$ cat config.mk
export PLATFORM = sky130hd
export DESIGN_NAME = am_modulator_flat
export DESIGN_NICKNAME = d
export VERILOG_FILES = /design/src/rtl/am_pkg.sv /design/src/rtl/am_modulator_if.sv /design/src/rtl/am_ramp_ctrl.sv /design/src/rtl/am_modulator.sv /design/src/flat_wrapper.sv
export SDC_FILE = /design/constraint.sdc
export NUM_CORES = 1
export LEC_CHECK = 0
export ABC_AREA = 1
export BUFFER_PORTS_ARGS = -buffer_cell sky130_fd_sc_hd__buf_2
export CAP_MARGIN = 20
export CORE_MARGIN = 1
export CORE_UTILIZATION = 30
export CTS_BUF_LIST = sky130_fd_sc_hd__clkbuf_8 sky130_fd_sc_hd__clkbuf_16
export CTS_CLUSTER_DIAMETER = 30
export DETAILED_ROUTE_END_ITERATION = 8
export PLACE_DENSITY_LB_ADDON = 0.1
export RECOVER_POWER = 25
export SLEW_MARGIN = 10
export SYNTH_ARGS = -nofsm -noshare
export SYNTH_HDL_FRONTEND = slang
export SYNTH_HIERARCHICAL = 1
export SYNTH_SLANG_ARGS = --single-unit
$ cat constraint.sdc
create_clock -name clk -period 6.3 [get_ports clk]
set_input_delay 0.945 -clock clk [delete_from_list [all_inputs] [get_ports clk]]
set_output_delay 0.945 -clock clk [all_outputs]
set_load 0.005 [all_outputs]
$ cat src/rtl/am_pkg.sv
// am_pkg: shared sample width, ramp FSM encoding and envelope clamp limits.
package am_pkg;
  localparam int W = 8;
  localparam int ENV_MIN = 0;
  localparam int ENV_MAX = 255;
  typedef enum logic [1:0] {IDLE = 2'd0, RAMP_UP = 2'd1, RUN = 2'd2, RAMP_DOWN = 2'd3} am_state_t;
endpackage

$ cat src/rtl/am_modulator_if.sv
// am_modulator_if: control inputs, audio/carrier sample streams and modulated output of the AM modulator.
interface am_modulator_if;
  import am_pkg::*;
  logic enable;
  logic [W-1:0] dc_level;
  logic [W-1:0] mod_index;
  logic signed [W-1:0] audio;
  logic audio_valid;
  logic signed [W-1:0] carrier;
  logic carrier_valid;
  logic signed [W-1:0] am_out;
  logic out_valid;
  logic clip;
  logic running;
  modport master (
    output enable, dc_level, mod_index, audio, audio_valid, carrier, carrier_valid,
    input am_out, out_valid, clip, running
  );
  modport slave (
    input enable, dc_level, mod_index, audio, audio_valid, carrier, carrier_valid,
    output am_out, out_valid, clip, running
  );
endinterface

$ cat src/rtl/am_ramp_ctrl.sv
// am_ramp_ctrl: soft-start/stop FSM stepping the carrier level by one every RAMP_DIV carrier samples.
module am_ramp_ctrl
  import am_pkg::*;
#(
  parameter int RAMP_DIV = 16
) (
  input  logic         clk,
  input  logic         rst,
  input  logic         enable,
  input  logic         carrier_valid,
  input  logic [W-1:0] dc_level,
  output logic [W-1:0] ramp_lvl,
  output logic         running,
  output logic         audio_gate
);
  localparam int CW = RAMP_DIV > 1 ? $clog2(RAMP_DIV) : 1;
  localparam logic [CW-1:0] CMAX = CW'(RAMP_DIV - 1);
  am_state_t state, state_nxt;
  logic [CW-1:0] cnt;
  logic [W-1:0] lvl_nxt;
  logic tick;
  assign tick = carrier_valid && cnt == CMAX;
  assign running = state == RUN;
  assign audio_gate = state == RUN;
  always_ff @(posedge clk) begin
    if (!rst) begin
      state <= IDLE;
      ramp_lvl <= '0;
      cnt <= '0;
    end else begin
      state <= state_nxt;
      ramp_lvl <= lvl_nxt;
      if (carrier_valid) cnt <= tick ? '0 : cnt + 1'b1;
    end
  end
  // enable is tested before the level compare so a drop always wins
  always_comb begin
    state_nxt = state;
    lvl_nxt = ramp_lvl;
    case (state)
      IDLE: begin
        lvl_nxt = '0;
        state_nxt = enable ? RAMP_UP : IDLE;
      end
      RAMP_UP: begin
        lvl_nxt = tick && ramp_lvl < dc_level ? ramp_lvl + 1'b1 : ramp_lvl;
        state_nxt = !enable ? RAMP_DOWN : ramp_lvl >= dc_level ? RUN : RAMP_UP;
      end
      RUN: begin
        lvl_nxt = !tick || ramp_lvl == dc_level ? ramp_lvl
                : ramp_lvl < dc_level ? ramp_lvl + 1'b1 : ramp_lvl - 1'b1;
        state_nxt = enable ? RUN : RAMP_DOWN;
      end
      RAMP_DOWN: begin
        lvl_nxt = tick && ramp_lvl != '0 ? ramp_lvl - 1'b1 : ramp_lvl;
        state_nxt = enable ? RAMP_UP : ramp_lvl == '0 ? IDLE : RAMP_DOWN;
      end
    endcase
  end
endmodule

$ cat src/rtl/am_modulator.sv
// am_modulator: carrier x clamp(ramped DC level + gated audio x depth), three-stage pipeline.
module am_modulator
  import am_pkg::*;
#(
  parameter int RAMP_DIV = 16
) (
  input logic clk,
  input logic rst,
  am_modulator_if.slave bus
);
  localparam int PW = 2 * W + 1;
  localparam logic signed [W+1:0] LO = (W + 2)'(ENV_MIN);
  localparam logic signed [W+1:0] HI = (W + 2)'(ENV_MAX);
  logic [W-1:0] ramp_lvl, lvl1, env, env2;
  logic gate, v1, v2, clip2, clamp_lo, clamp_hi, unused;
  logic signed [W-1:0] audio_hold, car1, car2;
  logic signed [PW-1:0] prod_a, prod_o;
  logic signed [W+1:0] p, p1, sum;
  am_ramp_ctrl #(.RAMP_DIV(RAMP_DIV)) u_ramp (
    .clk(clk),
    .rst(rst),
    .enable(bus.enable),
    .carrier_valid(bus.carrier_valid),
    .dc_level(bus.dc_level),
    .ramp_lvl(ramp_lvl),
    .running(bus.running),
    .audio_gate(gate)
  );
  // the high slice of each product is the floor of product / 256
  assign prod_a = PW'(audio_hold) * PW'($signed({1'b0, bus.mod_index}));
  assign p = gate ? {prod_a[PW-1], prod_a[PW-1:W]} : '0;
  assign sum = $signed({2'b00, lvl1}) + p1;
  assign clamp_lo = sum < LO;
  assign clamp_hi = sum > HI;
  assign env = clamp_lo ? W'(ENV_MIN) : clamp_hi ? W'(ENV_MAX) : sum[W-1:0];
  assign prod_o = PW'($signed({1'b0, env2})) * PW'(car2);
  assign unused = ^{prod_a[W-1:0], prod_o[PW-1], prod_o[W-1:0]};
  always_ff @(posedge clk) begin
    if (!rst) begin
      audio_hold <= '0;
      v1 <= 1'b0;
      v2 <= 1'b0;
      p1 <= '0;
      lvl1 <= '0;
      car1 <= '0;
      car2 <= '0;
      env2 <= '0;
      clip2 <= 1'b0;
      bus.am_out <= '0;
      bus.out_valid <= 1'b0;
      bus.clip <= 1'b0;
    end else begin
      if (bus.audio_valid) audio_hold <= bus.audio;
      v1 <= bus.carrier_valid;
      p1 <= p;
      lvl1 <= ramp_lvl;
      car1 <= bus.carrier;
      v2 <= v1;
      env2 <= env;
      clip2 <= clamp_lo || clamp_hi;
      car2 <= car1;
      bus.out_valid <= v2;
      if (v2) begin
        bus.am_out <= prod_o[2*W-1:W];
        bus.clip <= clip2;
      end
    end
  end
endmodule

$ cat src/flat_wrapper.sv
// flat-port wrapper written by rule: the top's interface ports become plain ports
module am_modulator_flat import am_pkg::*;
#(
  parameter int RAMP_DIV = 16
)
  (clk, rst, bus_enable, bus_dc_level, bus_mod_index, bus_audio, bus_audio_valid, bus_carrier, bus_carrier_valid, bus_am_out, bus_out_valid, bus_clip, bus_running);
  am_modulator_if bus_i ();
  input logic clk;
  input logic rst;
  input wire logic [$bits(bus_i.enable)-1:0] bus_enable;
  input wire logic [$bits(bus_i.dc_level)-1:0] bus_dc_level;
  input wire logic [$bits(bus_i.mod_index)-1:0] bus_mod_index;
  input wire logic [$bits(bus_i.audio)-1:0] bus_audio;
  input wire logic [$bits(bus_i.audio_valid)-1:0] bus_audio_valid;
  input wire logic [$bits(bus_i.carrier)-1:0] bus_carrier;
  input wire logic [$bits(bus_i.carrier_valid)-1:0] bus_carrier_valid;
  output wire logic [$bits(bus_i.am_out)-1:0] bus_am_out;
  output wire logic [$bits(bus_i.out_valid)-1:0] bus_out_valid;
  output wire logic [$bits(bus_i.clip)-1:0] bus_clip;
  output wire logic [$bits(bus_i.running)-1:0] bus_running;
  assign bus_i.enable = bus_enable;
  assign bus_i.dc_level = bus_dc_level;
  assign bus_i.mod_index = bus_mod_index;
  assign bus_i.audio = bus_audio;
  assign bus_i.audio_valid = bus_audio_valid;
  assign bus_i.carrier = bus_carrier;
  assign bus_i.carrier_valid = bus_carrier_valid;
  assign bus_am_out = bus_i.am_out;
  assign bus_out_valid = bus_i.out_valid;
  assign bus_clip = bus_i.clip;
  assign bus_running = bus_i.running;
  am_modulator #(.RAMP_DIV(RAMP_DIV)) u_core (.clk(clk), .rst(rst), .bus(bus_i));
endmodule
; Word-level counts from Yosys, hierarchy flattened
; Cells that the tools add are included.
[totals]
register_bits = 76
inputBits = 37
out_inout_bits = 11
elab_cells = 60
[op_classes]
add_sub_neg = 4
mul = 2
order_cmp = 4
n_eq_ne = 8
muxes = 14
bitwise = 1
reduce_logical = 12
[op_table]
columns = cell, n
row1 = 8-bit 2-to-1 mux, 5
row2 = 8-bit case mux with 4 select lines, 1
row3 = 8-bit by 9-bit multiplier with 17-bit output, 1
row4 = 9-bit by 8-bit multiplier with 16-bit output, 1
row5 = 9-bit by 9-bit adder with 10-bit output, 1
row6 = "10-bit by 9-bit greater-than comparator with 1-bit output, second input constant", 1
row7 = "10-bit by 1-bit < comparator with 1-bit output, second input constant", 1
row8 = "8-bit by 1-bit adder with 8-bit output, second input constant", 1
row9 = 8-bit equality test, 1
row10 = 8-bit greater-or-equal comparator, 1
row11 = 8-bit zero test, 1
row12 = 8-bit < comparator, 1
row13 = 2-bit 2-to-1 mux, 4
row14 = 2-bit case mux with 4 select lines, 1
row15 = 8-bit nonzero test, 1
row16 = "8-bit by 1-bit subtractor with 8-bit output, second input constant", 1
row17 = "2-bit != test, second input constant", 3
row18 = "4-bit by 1-bit adder with 4-bit output, second input constant", 1
row19 = "2-bit equality test, second input constant", 2
row20 = "4-bit equality test, second input constant", 1
row21 = 4-bit 2-to-1 mux, 1
row22 = 1-bit logical AND, 3
row23 = 3-bit AND reduction, 1
row24 = "2-bit by 1-bit equality test with 1-bit output, second input constant", 1
row25 = other kinds (7), 9

; Longest topological paths before layout
; Gate-level depths: netlist of run 1.
[depth]
ltp_word = 6
ltp_mapped = 23

; Modules after synthesis
; Netlist of run 1, hierarchy kept.
[modules_own_cells]
columns = mod, n_inst, cells_per_inst, area_per_inst_um2, seq_area_each_um2
row1 = am_modulator, 1, 947, 6760.2, 1241.2
row2 = am_ramp_ctrl, 1, 196, 1302.5, 280.3

; Least setup slack after synthesis of run 1
; OpenSTA, ideal clock, no wires.
[synth_path]
path_type = input-to-reg
start = in bus_mod_index[2]
end = reg u_core/p1[8] (netlist name)
arrival_time_ns = 4.437
path_slack_ns = 1.793
stages = 14
cell_sequence = clkbuf_1 nor2_1 fa_1 fa_1 fa_1 inv_1 fa_1 inv_1 ha_1 a21oi_1 o21ai_0 a21oi_1 nand3_1 a21oi_1
[synth_via]
elab_chain_cells = 1
[synth_lines]
columns = element, line_no
row1 = "start, declared", flat_wrapper.sv:12  ; input wire logic [$bits(bus_i.mod_index)-1:0] bus_mod_index;
row2 = 8-bit by 9-bit multiplier with 17-bit output, am_modulator.sv:30  ; assign prod_a = PW'(audio_hold) * PW'($signed({1'b0, bus.mod_index}));
; No other way between the ends.
; A chain may end at the register's enable or synchronous reset.

; Worst setup path after layout of run 1
[layout_path]
start = reg u_core.audio_hold[7]
end = reg u_core/p1[8] (netlist name)
[layout_via]
elab_chain_cells = 1
[layout_lines]
columns = element, line_no
row1 = "start, declared", am_modulator.sv:16  ; logic signed [W-1:0] audio_hold, car1, car2;
row2 = "start signal, assigned", am_modulator.sv:53  ; if (bus.audio_valid) audio_hold <= bus.audio;
row3 = 8-bit by 9-bit multiplier with 17-bit output, am_modulator.sv:30
; No other way between the ends.

==> impl_metrics.json, run 1 <==
{
  "timing.setup.tns_ns": 0,
  "floorplan.rows": 59,
  "power.share.combinational_pct": 27.3,
  "initial_antenna_violation_count": 0,
  "finish.instance_area_sq_um": 8880,
  "failed_checks": "design-rule violations, max-capacitance violations, max-slew violations",
  "finalHoldViolations": 0,
  "htreeDepth": 3,
  "hpwl_um": 14900,
  "worst_hold_startpoint": "u_core/car1[1]",
  "postPlaceCellArea_sq_um": 8570,
  "maximum_number_of_pins_on_one_net_before_global_route_repair": 48,
  "cellInternalPower_mw": 0.985,
  "m1WireLength_um": 8790,
  "insertion_delay_of_the_later_clocked_pin_in_the_worst_skew_pair_ns": 0.35,
  "final_core_util_pct": 33.9,
  "finalHoldWorstSlack_ns": 0.413,
  "cell_types_occupying_the_most_area_after_synthesis": "sky130_fd_sc_hd__dfxtp_1 19%, sky130_fd_sc_hd__fa_1 18%, sky130_fd_sc_hd__ha_1 15%, sky130_fd_sc_hd__nand2_1 14%, sky130_fd_sc_hd__inv_1 13%",
  "wl_per_cell_um": 12.0,
  "synth-seq-cells": 76,
  "dieWidth_um": 166,
  "drtIter0Drc": 284,
  "cellLeakagePower_nw": 5.48,
  "buffer_ports.inserted": 47,
  "worst-setup-path-type": "reg -> reg",
  "worst_r2r_endpoint": "u_core/p1[8]",
  "max-clock-path-buffers": 2,
  "globalRouteOverflowTotal": 0,
  "post_cts_resized": 0,
  "setup_slack_ns": 1.69,
  "synth_fp_nets": 1350,
  "total_switching_power_mw": 0.505,
  "globalplace.congestion": 0.818,
  "reg2regPathDepth": 15,
  "route.vias.total": 6559,
  "yosys.cell_types.count": 40,
  "seq_power_share_pct": 36.1,
  "grt_setup_unrepaired": "false",
  "detail-route-antenna-nets": 0,
  "met2_wirelength_um": 8690,
  "outcome": "finished, violations left",
  "grt_pass1_vias": 6537,
  "detail_route.vias_per_cell": 4.35,
  "clock.fmax_ghz": 0.217,
  "syn-cell-area_sq_um": 8060,
  "area.growth.synth_to_final_pct": 10.1,
  "antennaDiodeCount": 0,
  "min_path_cells": 2,
  "cts.reportedPaths.clkPinSlew_ns": 0.06,
  "vdd_ir_drop_max_v": 0.000103,
  "seq_area_frac_synth_pct": 18.9,
  "post_synth.cell_area_avg_sq_um": 7.05,
  "post_synth_inst_count": 1143,
  "r2r_slack_ns": 1.69,
  "grt_first_pass_wirelength_um": 31400,
  "netlist.area_leader.share_pct": 18.9,
  "post-route-min-period_ns": 4.61,
  "final.setup_skew_ns": 0.00976,
  "post-place-ws_ns": 1.61,
  "wl_met3_um": 361,
  "boundaryPins": 48,
  "die_area_sq_um": 27500,
  "final_layout_size_suffix_gt1_share_pct": 8.27,
  "cts_inserted_buffers": 9,
  "grt_util_all_layers_pct": 14.1,
  "period_share_pct": 73.2,
  "cp_data_required_time_ns": 6.53,
  "clkPwrFrac_pct": 36.6,
  "top_signal_layer_used": "met4",
  "worst_setup_path_end_kind": "flip-flop",
  "start_util_pct": 30.8,
  "hold_end": "u_core/car2[1]",
  "fin_nets": 1375,
  "clock_tree_from_tritoncts": "done",
  "yosysTopAreaCell": "sky130_fd_sc_hd__dfxtp_1",
  "r2r_start": "u_core/audio_hold[7]",
  "wl_um": 18100,
  "post-cts-setup-buffer-count": 0,
  "tightestPinTransition_ns": 2.27,
  "synth.yosys.warnings": 6,
  "drc": 2,
  "drt_pre_antenna_iters": 7,
  "die_h_um": 166,
  "cellPowerDensity_nw_per_um2": 168,
  "startpoint_type": "flip-flop",
  "min_path_type": "reg -> reg",
  "max_cap_viol": 1,
  "floorplan.core_area_sq_um": 26200,
  "clk_root_buffer_cell": "sky130_fd_sc_hd__clkbuf_16",
  "timing.max_slew.rel_slack_pct": -51.1,
  "setup_violations": 0,
  "critPathMaxFanout": 9,
  "cts_hold_buffers": 0,
  "timing.critical_path.arrival_ns": 4.84,
  "cts.sink_count": 76,
  "timing.final.max_slew_violations": 48,
  "swShare_pct": 33.9
}
[cell type report]
| class | count | area (sq um) |
|---|---|---|
| Fill cell | 2919 | 17300 |
| Multi-Input combinational cell | 750 | 5320 |
| Sequential cell | 76 | 1520 |
| Inverter | 283 | 1060 |
| Tap cell | 335 | 419 |
| Clock buffer | 11 | 253 |
| Timing Repair Buffer | 48 | 239 |
| Clock inverter | 5 | 60.1 |
[stage by stage]
stage                     instances  power (mW)
after global placement         1492       0.968
after CTS                      1508        1.52
final                          1508        1.49
after global routing           1508        1.61
after detailed placement       1492       0.963
after floorplan                1143       0.850
[sequential cells by signal, summed over array words and instances, names as in the netlist]
name / count
u_core/car2: 8
u_core/car1: 8
u_core/lvl1: 8
u_core/bus.am_out: 8
u_core/u_ramp/ramp_lvl: 8
u_core/env2: 8
u_core/u_ramp/cnt: 4
u_core/bus.clip: 1
u_core/u_ramp/state: 2
u_core/bus.out_valid: 1
u_core/clip2: 1
u_core/p1: 9
u_core/audio_hold: 8
u_core/v2: 1
u_core/v1: 1
[synthesized netlist by cell type]
master	instances
sky130_fd_sc_hd__nor2_1	78
sky130_fd_sc_hd__or2_2	4
sky130_fd_sc_hd__nand2_4	3
sky130_fd_sc_hd__nor3_1	6
sky130_fd_sc_hd__nand3_1	38
sky130_fd_sc_hd__o21ai_1	1
sky130_fd_sc_hd__nand3b_1	2
sky130_fd_sc_hd__o21ai_2	1
sky130_fd_sc_hd__xor2_1	17
sky130_fd_sc_hd__nor3b_1	1
sky130_fd_sc_hd__nor2_4	4
sky130_fd_sc_hd__nand4_1	6
sky130_fd_sc_hd__a21oi_1	47
sky130_fd_sc_hd__nand2_1	307
sky130_fd_sc_hd__nor4_2	1
sky130_fd_sc_hd__a21o_4	1
sky130_fd_sc_hd__nor2_2	4
sky130_fd_sc_hd__clkbuf_1	27
sky130_fd_sc_hd__ha_1	99
sky130_fd_sc_hd__o21bai_1	5
sky130_fd_sc_hd__inv_1	277
sky130_fd_sc_hd__a21oi_4	1
sky130_fd_sc_hd__nand3_2	2
sky130_fd_sc_hd__and2_1	1
sky130_fd_sc_hd__dfxtp_1	76
sky130_fd_sc_hd__buf_1	1
sky130_fd_sc_hd__clkinv_1	5
sky130_fd_sc_hd__a21boi_0	1
sky130_fd_sc_hd__nand2_2	10
sky130_fd_sc_hd__a31oi_1	3
sky130_fd_sc_hd__inv_4	1
sky130_fd_sc_hd__o21ai_0	27
sky130_fd_sc_hd__buf_6	2
sky130_fd_sc_hd__buf_2	2
sky130_fd_sc_hd__nand4_2	1
sky130_fd_sc_hd__a21oi_2	1
sky130_fd_sc_hd__fa_1	71
sky130_fd_sc_hd__xnor2_1	5
sky130_fd_sc_hd__a21o_1	2
sky130_fd_sc_hd__buf_4	2
[kinds of logic (layout without fill, tap and decap cells)]
family / Yosys count / count (layout) / synth area share [%]
AND/OR/NAND/NOR: 468 / 468 / 24.4
AO/OA/AOI/OAI: 90 / 90 / 6.24
buffers and inverters: 317 / 347 / 15.1
flip-flops: 76 / 76 / 18.9
adder cells (fa/ha/maj): 170 / 170 / 33.0
XOR/XNOR: 22 / 22 / 2.39
[metal layers]
layer | vias to the layer above | GRT usage [%]
li1 | 3433 | -
met1 | 3059 | 18.3
met2 | 56 | 24.4
met3 | 11 | 1.84
met4 | 0 | 3.86
met5 | - | 0
[power groups by stage]
stage	sequential, mW	clock (mW)	combinational, mW
final	0.538	0.545	0.406
after global routing	0.542	0.587	0.481
after CTS	0.538	0.566	0.419
after detailed placement	0.549	0	0.414
after global placement	0.550	0	0.419
after floorplan	0.526	0	0.324
[placed cells by master (no fill, tap or decap), types with 17 or more instances in the layout]
cell,instances
sky130_fd_sc_hd__nand3_1,38
sky130_fd_sc_hd__o21ai_0,27
sky130_fd_sc_hd__nor2_1,78
sky130_fd_sc_hd__inv_1,277
sky130_fd_sc_hd__a21oi_1,47
sky130_fd_sc_hd__dfxtp_1,76
sky130_fd_sc_hd__nand2_1,307
sky130_fd_sc_hd__buf_2,47
sky130_fd_sc_hd__fa_1,71
sky130_fd_sc_hd__xor2_1,17
sky130_fd_sc_hd__ha_1,99
[worst max-delay path: stages (launching register included)]
cell	delay, ns
sky130_fd_sc_hd__dfxtp_1	0.49
sky130_fd_sc_hd__clkinv_1	0.43
sky130_fd_sc_hd__nor2_1	0.27
sky130_fd_sc_hd__fa_1	0.45
sky130_fd_sc_hd__fa_1	0.51
sky130_fd_sc_hd__fa_1	0.55
sky130_fd_sc_hd__inv_1	0.06
sky130_fd_sc_hd__fa_1	0.53
sky130_fd_sc_hd__inv_1	0.04
sky130_fd_sc_hd__ha_1	0.33
sky130_fd_sc_hd__a21oi_1	0.29
sky130_fd_sc_hd__o21ai_0	0.17
sky130_fd_sc_hd__a21oi_1	0.18
sky130_fd_sc_hd__nand2_1	0.07
sky130_fd_sc_hd__nand2_1	0.06
sky130_fd_sc_hd__a21oi_1	0.05
[worst max path at each step]
stage          cells after the start      endpoint            startpoint  slack (ns)
3_3_place_gp                      14  u_core/p1[8]      bus_mod_index[2]        1.63
3_5_place_dp                      15  u_core/p1[8]      bus_mod_index[2]        1.61
4_1_cts                           14  u_core/p1[8]  u_core/audio_hold[7]        1.68
2_1_floorplan                     14  u_core/p1[8]      bus_mod_index[2]        1.79
6_report                          15  u_core/p1[8]  u_core/audio_hold[7]        1.69
5_1_grt                           15  u_core/p1[8]  u_core/audio_hold[7]        1.36
No activity file was read; power rests on OpenSTA's default activity.
==> run 2: changes to the inputs <==
Clock period 6.3 ns to 4.6 ns, I/O delays scaled along.
==> run 2 against run 1 <==
  * The run ends with design-rule violations left
  * Fmax grew 8.0%
  * Power grew 39%
  * Final area up 0.85%
  * Worst hold slack worse by 0.0035 ns
  * Flip-flop and latch count stayed put
  * Worst setup slack worse by 1.4 ns
  * Largest power group unchanged
  * Non-clock buffer count grew 9
  * Highest routed layer unchanged
  * Global-route usage is 0.32 points higher
  * Clock power is 41% higher
  * Utilization up 0.29 points
==> impl_metrics.json, run 2 (synthesis gave the netlist of run 1 again) <==
{
  "clock_tree_from_tritoncts": "done",
  "setup_violations": 0,
  "grt_util_all_layers_pct": 14.4,
  "grt_first_pass_wirelength_um": 32200,
  "setup_slack_ns": 0.331,
  "postPlaceCellArea_sq_um": 8640,
  "final_layout_size_suffix_gt1_share_pct": 8.88,
  "max_cap_viol": 0,
  "fin_nets": 1384,
  "detail-route-antenna-nets": 0,
  "worst-setup-path-type": "reg -> reg",
  "cp_data_required_time_ns": 4.87,
  "drc": 1,
  "min_path_type": "reg -> reg",
  "critPathMaxFanout": 6,
  "clk_root_buffer_cell": "sky130_fd_sc_hd__clkbuf_16",
  "post-cts-setup-buffer-count": 0,
  "timing.critical_path.arrival_ns": 4.54,
  "worstPathCellList": "clkinv_1 > nor2_1 > fa_1 > fa_1 > fa_1 > inv_1 > fa_1 > inv_1 > ha_1 > a21oi_1 > o21ai_0 > a21oi_1 > nand3_1 > a21oi_1",
  "globalplace.congestion": 0.814,
  "total_power_mw": 2.07,
  "swShare_pct": 33.5,
  "floorplan.rows": 59,
  "die_area_sq_um": 27500,
  "layout.cells.most_common_list": "307 x sky130_fd_sc_hd__nand2_1, 278 x sky130_fd_sc_hd__inv_1, 99 x sky130_fd_sc_hd__ha_1, 78 x sky130_fd_sc_hd__nor2_1, 76 x sky130_fd_sc_hd__dfxtp_1",
  "startpoint_type": "flip-flop",
  "global_route.usage.met1_pct": 18.9,
  "initial_antenna_violation_count": 0,
  "clkPwrFrac_pct": 37.1,
  "maximum_number_of_pins_on_one_net_before_global_route_repair": 28,
  "globalRouteMet3Util_pct": 1.74,
  "grt-busiest-layer": "met2",
  "slowest_stage_delay_on_critical_path_ns": 0.55,
  "period_share_pct": 92.8,
  "vdd_ir_drop_max_v": 0.000155,
  "drtIter0Drc": 302,
  "post_cts_resized": 0,
  "htreeDepth": 3,
  "largest_reg_flops": 9,
  "antennaDiodeCount": 0,
  "grt_setup_unrepaired": "false",
  "wl_um": 18300,
  "detail_route.vias_per_cell": 4.29,
  "fillCellCount": 2902,
  "wl_per_cell_um": 12.0,
  "worst_setup_path_end_kind": "flip-flop",
  "cpMaxStageDelayCell": "sky130_fd_sc_hd__fa_1",
  "regMostFlops": "u_core/p1",
  "path_buf_inv": 3,
  "floorplan.core_area_sq_um": 26200,
  "max-clock-path-buffers": 2,
  "seq_power_share_pct": 35.5,
  "insertion_delay_of_the_later_clocked_pin_in_the_worst_skew_pair_ns": 0.34,
  "clock.fmax_ghz": 0.234,
  "timing.setup.tns_ns": 0,
  "grt_pass1_vias": 6733,
  "boundaryPins": 48,
  "finish.instance_area_sq_um": 8960,
  "die_h_um": 166,
  "buffer_ports.inserted": 47,
  "cellPowerDensity_nw_per_um2": 231,
  "cellLeakagePower_nw": 5.53,
  "drt_pre_antenna_iters": 6,
  "critical_path.top_delay_family": "adder cells",
  "dieWidth_um": 166,
  "gr-usage-met2_pct": 25.0,
  "timing.max_slew.rel_slack_pct": 12.4,
  "outcome": "finished, violations left",
  "globalRouteOverflowTotal": 0,
  "area.growth.synth_to_final_pct": 11.1,
  "power.share.combinational_pct": 27.5,
  "total_switching_power_mw": 0.692,
  "cts_inserted_buffers": 9,
  "post-place-ws_ns": 0.155,
  "hpwl_um": 15200,
  "timing.final.max_slew_violations": 0,
  "cts.sink_count": 76,
  "tightestPinTransition_ns": 1.31,
  "final.setup_skew_ns": 0.0114,
  "start_util_pct": 30.8,
  "post-route-min-period_ns": 4.27,
  "final_common_cell": "sky130_fd_sc_hd__nand2_1",
  "cellInternalPower_mw": 1.38,
  "path_common_cell": "sky130_fd_sc_hd__fa_1",
  "finalHoldViolations": 0,
  "cts_hold_buffers": 0,
  "cts.reportedPaths.clkPinSlew_ns": 0.06,
  "failed_checks": "design-rule violations",
  "route.vias.total": 6511
}
==> run 2: tightest hold or removal path: stages, from the launching register on <==
cell	delay (ns)
sky130_fd_sc_hd__dfxtp_1	0.30
sky130_fd_sc_hd__nand2_1	0.05
sky130_fd_sc_hd__inv_1	0.04
==> run 2: path summary, 6_finish.rpt <==
kind / startpoint / endpoint / slack, ns / depth (start not counted)
worst max-delay path: u_core/audio_hold[7] / u_core/p1[8] / 0.33 / 14
worst min-delay path: u_core/car1[2] / u_core/car2[2] / 0.41 / 2
worst max register to register: u_core/audio_hold[7] / u_core/p1[8] / 0.33 / 14
worst min register to register: u_core/car1[2] / u_core/car2[2] / 0.41 / 2
==> run 2: area by class of cell <==
cell class	count	area, sq um	share of cell area (%)
flip-flops and latches	76	1520	17.0
multi-input cells	750	5320	59.4
well taps	335	419	4.68
inverters	283	1060	11.9
repair buffers	57	309	3.45
clock inverters	7	92.6	1.03
clock buffers	9	225	2.51
==> run 2: metrics by stage <==
stage	util (%)	instances	hold slack, ns
after floorplan	-	1143	0.390
after global placement	33.0	1501	0.393
after detailed placement	33.0	1501	0.399
after CTS	34.2	1517	0.415
after global routing	34.2	1517	0.431
final	34.2	1517	0.409
==> run 2: layer usage <==
metal  share of wire [%]  wire length (um)
met1                  49              8960
met2                  47              8680
met5                   0                 0
met4                 1.1               195
met3                 2.4               435
==> run 2: power groups by stage <==
stage                     Clock (mW)  Sequential, mW  Combinational (mW)
after floorplan                    0           0.720               0.444
after global routing           0.825           0.739               0.668
after CTS                      0.797           0.734               0.582
after global placement             0           0.750               0.582
final                          0.766           0.734               0.568
after detailed placement           0           0.749               0.576
==> run 3: changes to the inputs <==
Clock period 4.6 ns to 5.25 ns, I/O delays scaled along.
==> run 3 against run 2 <==
  * The flow still finishes with violations (design-rule violations)
  * Clock power is 16% lower
  * Flip-flop and latch count is the same
  * Sequential share of layout area up 0.16 points
  * Final area fell by 0.92%
  * Utilization shrank 0.32 points
  * Critical path depth unchanged
  * Die area stayed put
  * Largest cell class unchanged
  * Global-route usage increased by 0.061 points
  * Combinational power shrank 14%
==> impl_metrics.json, run 3 (synthesis gave the netlist of run 1 again) <==
{
  "antennaDiodeCount": 0,
  "clock_tree_from_tritoncts": "done",
  "drtIter0Drc": 284,
  "cellLeakagePower_nw": 5.48,
  "timing.max_slew.rel_slack_pct": 18.9,
  "globalplace.congestion": 0.845,
  "path_common_cell": "sky130_fd_sc_hd__fa_1",
  "final-seq-area_sq_um": 1520,
  "drc": 2,
  "tightestPinTransition_ns": 1.22,
  "cellPowerDensity_nw_per_um2": 201,
  "regMostFlops": "u_core/p1",
  "boundaryPins": 48,
  "cp_data_required_time_ns": 5.53,
  "outcome": "finished, violations left",
  "buffer_ports.inserted": 47,
  "post-cts-setup-buffer-count": 0,
  "route.vias.total": 6508,
  "failed_checks": "design-rule violations",
  "finalHoldWorstSlack_ns": 0.411,
  "maximum_number_of_pins_on_one_net_before_global_route_repair": 28,
  "grt_setup_unrepaired": "false",
  "max_cap_viol": 0,
  "initial_antenna_violation_count": 0,
  "worst_setup_path_end_kind": "flip-flop",
  "critical_path_cell_count": 14,
  "post_cts_resized": 0,
  "grt_pass1_vias": 6851,
  "drt_pre_antenna_iters": 6,
  "reg2regPathDepth": 14,
  "r2r_start": "u_core/audio_hold[7]",
  "max-clock-path-buffers": 2,
  "detail-route-antenna-nets": 0,
  "timing.final.max_slew_violations": 0,
  "detail_route.vias_per_cell": 4.32,
  "cpMaxStageDelayCell": "sky130_fd_sc_hd__fa_1",
  "period_share_pct": 82.9,
  "hpwl_um": 15200,
  "final_common_cell": "sky130_fd_sc_hd__nand2_1",
  "dieWidth_um": 166,
  "critical_path.top_delay_family": "adder cells",
  "floorplan.rows": 59,
  "cts_inserted_buffers": 9,
  "timing.critical_path.arrival_ns": 4.63,
  "slowest_stage_delay_on_critical_path_ns": 0.55,
  "worstPathCellList": "clkinv_1 > nor2_1 > fa_1 > fa_1 > fa_1 > inv_1 > fa_1 > inv_1 > ha_1 > a21oi_1 > o21ai_0 > a21oi_1 > nand3_1 > a21oi_1",
  "cts_hold_buffers": 0,
  "grt_util_all_layers_pct": 14.5,
  "setup_violations": 0,
  "fin_nets": 1375,
  "insertion_delay_of_the_later_clocked_pin_in_the_worst_skew_pair_ns": 0.35,
  "vdd_ir_drop_max_v": 0.000117,
  "start_util_pct": 30.8,
  "finalHoldViolations": 0,
  "grt_first_pass_wirelength_um": 32200,
  "worst-setup-path-type": "reg -> reg",
  "wl_per_cell_um": 12.1,
  "htreeDepth": 3,
  "startpoint_type": "flip-flop",
  "timing.setup.tns_ns": 0,
  "worst_r2r_endpoint": "u_core/p1[8]",
  "r2r_slack_ns": 0.90,
  "cts.reportedPaths.clkPinSlew_ns": 0.06,
  "globalRouteOverflowTotal": 0,
  "startpoint": "u_core/audio_hold[7]",
  "floorplan.core_area_sq_um": 26200,
  "min_path_type": "reg -> reg",
  "final_layout_size_suffix_gt1_share_pct": 8.27,
  "largest_reg_flops": 9,
  "critPathMaxFanout": 9,
  "clock.fmax_ghz": 0.230,
  "fillCellCount": 2905,
  "die_h_um": 166,
  "final.setup_skew_ns": 0.0164,
  "clk_root_buffer_cell": "sky130_fd_sc_hd__clkbuf_16",
  "die_area_sq_um": 27500,
  "layout.cells.most_common_list": "307 x sky130_fd_sc_hd__nand2_1, 277 x sky130_fd_sc_hd__inv_1, 99 x sky130_fd_sc_hd__ha_1, 78 x sky130_fd_sc_hd__nor2_1, 76 x sky130_fd_sc_hd__dfxtp_1",
  "worst_setup_path_endpoint": "u_core/p1[8]",
  "wl_um": 18200,
  "cts.sink_count": 76,
  "multiInputGateArea_sq_um": 5320,
  "post-route-min-period_ns": 4.35,
  "path_buf_inv": 3,
  "area.growth.synth_to_final_pct": 10.1
}
==> run 3: changes by cell type in the layout (fill, tap and decap cells not counted), sizes merged <==
cell    before  now
buf         56   47
bufinv       2    1
clkbuf      10   11
clkinv       7    8
inv        279  278
==> run 3: where the power goes <==
group	switching, mW	internal (mW)	leakage [nW]
logic	0.307	0.184	4.71
clock network	0.264	0.381	0.144
registers	0.0402	0.604	0.621
total	0.611	1.17	5.48
==> run 3: layout make-up <==
class / instances / area share, %
multi-input cells: 750 / 60.0
repair buffers: 48 / 2.72
clock inverters: 6 / 0.719
well taps: 335 / 4.72
clock buffers: 10 / 2.69
inverters: 283 / 12.0
flip-flops and latches: 76 / 17.1
==> run 3: worst register-to-register path, stage by stage, from the launching register on <==
cell and delay [ns]:
sky130_fd_sc_hd__dfxtp_1 0.36, sky130_fd_sc_hd__clkinv_1 0.28, sky130_fd_sc_hd__nor2_1 0.24, sky130_fd_sc_hd__fa_1 0.45, sky130_fd_sc_hd__fa_1 0.52, sky130_fd_sc_hd__fa_1 0.55
sky130_fd_sc_hd__inv_1 0.06, sky130_fd_sc_hd__fa_1 0.52, sky130_fd_sc_hd__inv_1 0.04, sky130_fd_sc_hd__ha_1 0.34, sky130_fd_sc_hd__a21oi_1 0.30, sky130_fd_sc_hd__o21ai_0 0.17
sky130_fd_sc_hd__a21oi_1 0.19, sky130_fd_sc_hd__nand3_1 0.11, sky130_fd_sc_hd__a21oi_1 0.15
==> run 3: per-layer routing <==
metal / wire length, um / GRT usage [%] / vias up
li1: - / - / 3444
met1: 8660 / 18.2 / 2986
met2: 8940 / 26.0 / 66
met3: 421 / 1.79 / 12
met4: 218 / 3.58 / 0
met5: 0 / 0 / -
==> run 3: worst min-delay path by stage <==
stage / start / endpoint / slack [ns] / depth (start not counted)
3_5_place_dp: u_core/car1[5] / u_core/car2[5] / 0.40 / 2
6_report: u_core/car1[0] / u_core/car2[0] / 0.41 / 2
3_3_place_gp: u_core/car1[6] / u_core/car2[6] / 0.40 / 2
5_1_grt: u_core/v1 / u_core/v2 / 0.43 / 2
2_1_floorplan: u_core/car1[0] / u_core/car2[0] / 0.39 / 2
4_1_cts: u_core/car1[0] / u_core/car2[0] / 0.42 / 2
==> run 3: metrics by stage <==
| stage | utilization (%) | area (sq um) | cells | total power [mW] | worst slack (ns) |
|---|---|---|---|---|---|
| 6_report | 33.9 | 8870 | 1508 | 1.78 | 0.897 |
| 5_1_grt | 33.9 | 8870 | 1508 | 1.92 | 0.514 |
| 4_1_cts | 33.9 | 8870 | 1508 | 1.82 | 0.850 |
| 3_5_place_dp | 32.7 | 8570 | 1492 | 1.16 | 0.672 |
| 3_3_place_gp | 32.7 | 8570 | 1492 | 1.16 | 0.719 |
| 2_1_floorplan | - | 8060 | 1143 | 1.02 | 0.900 |
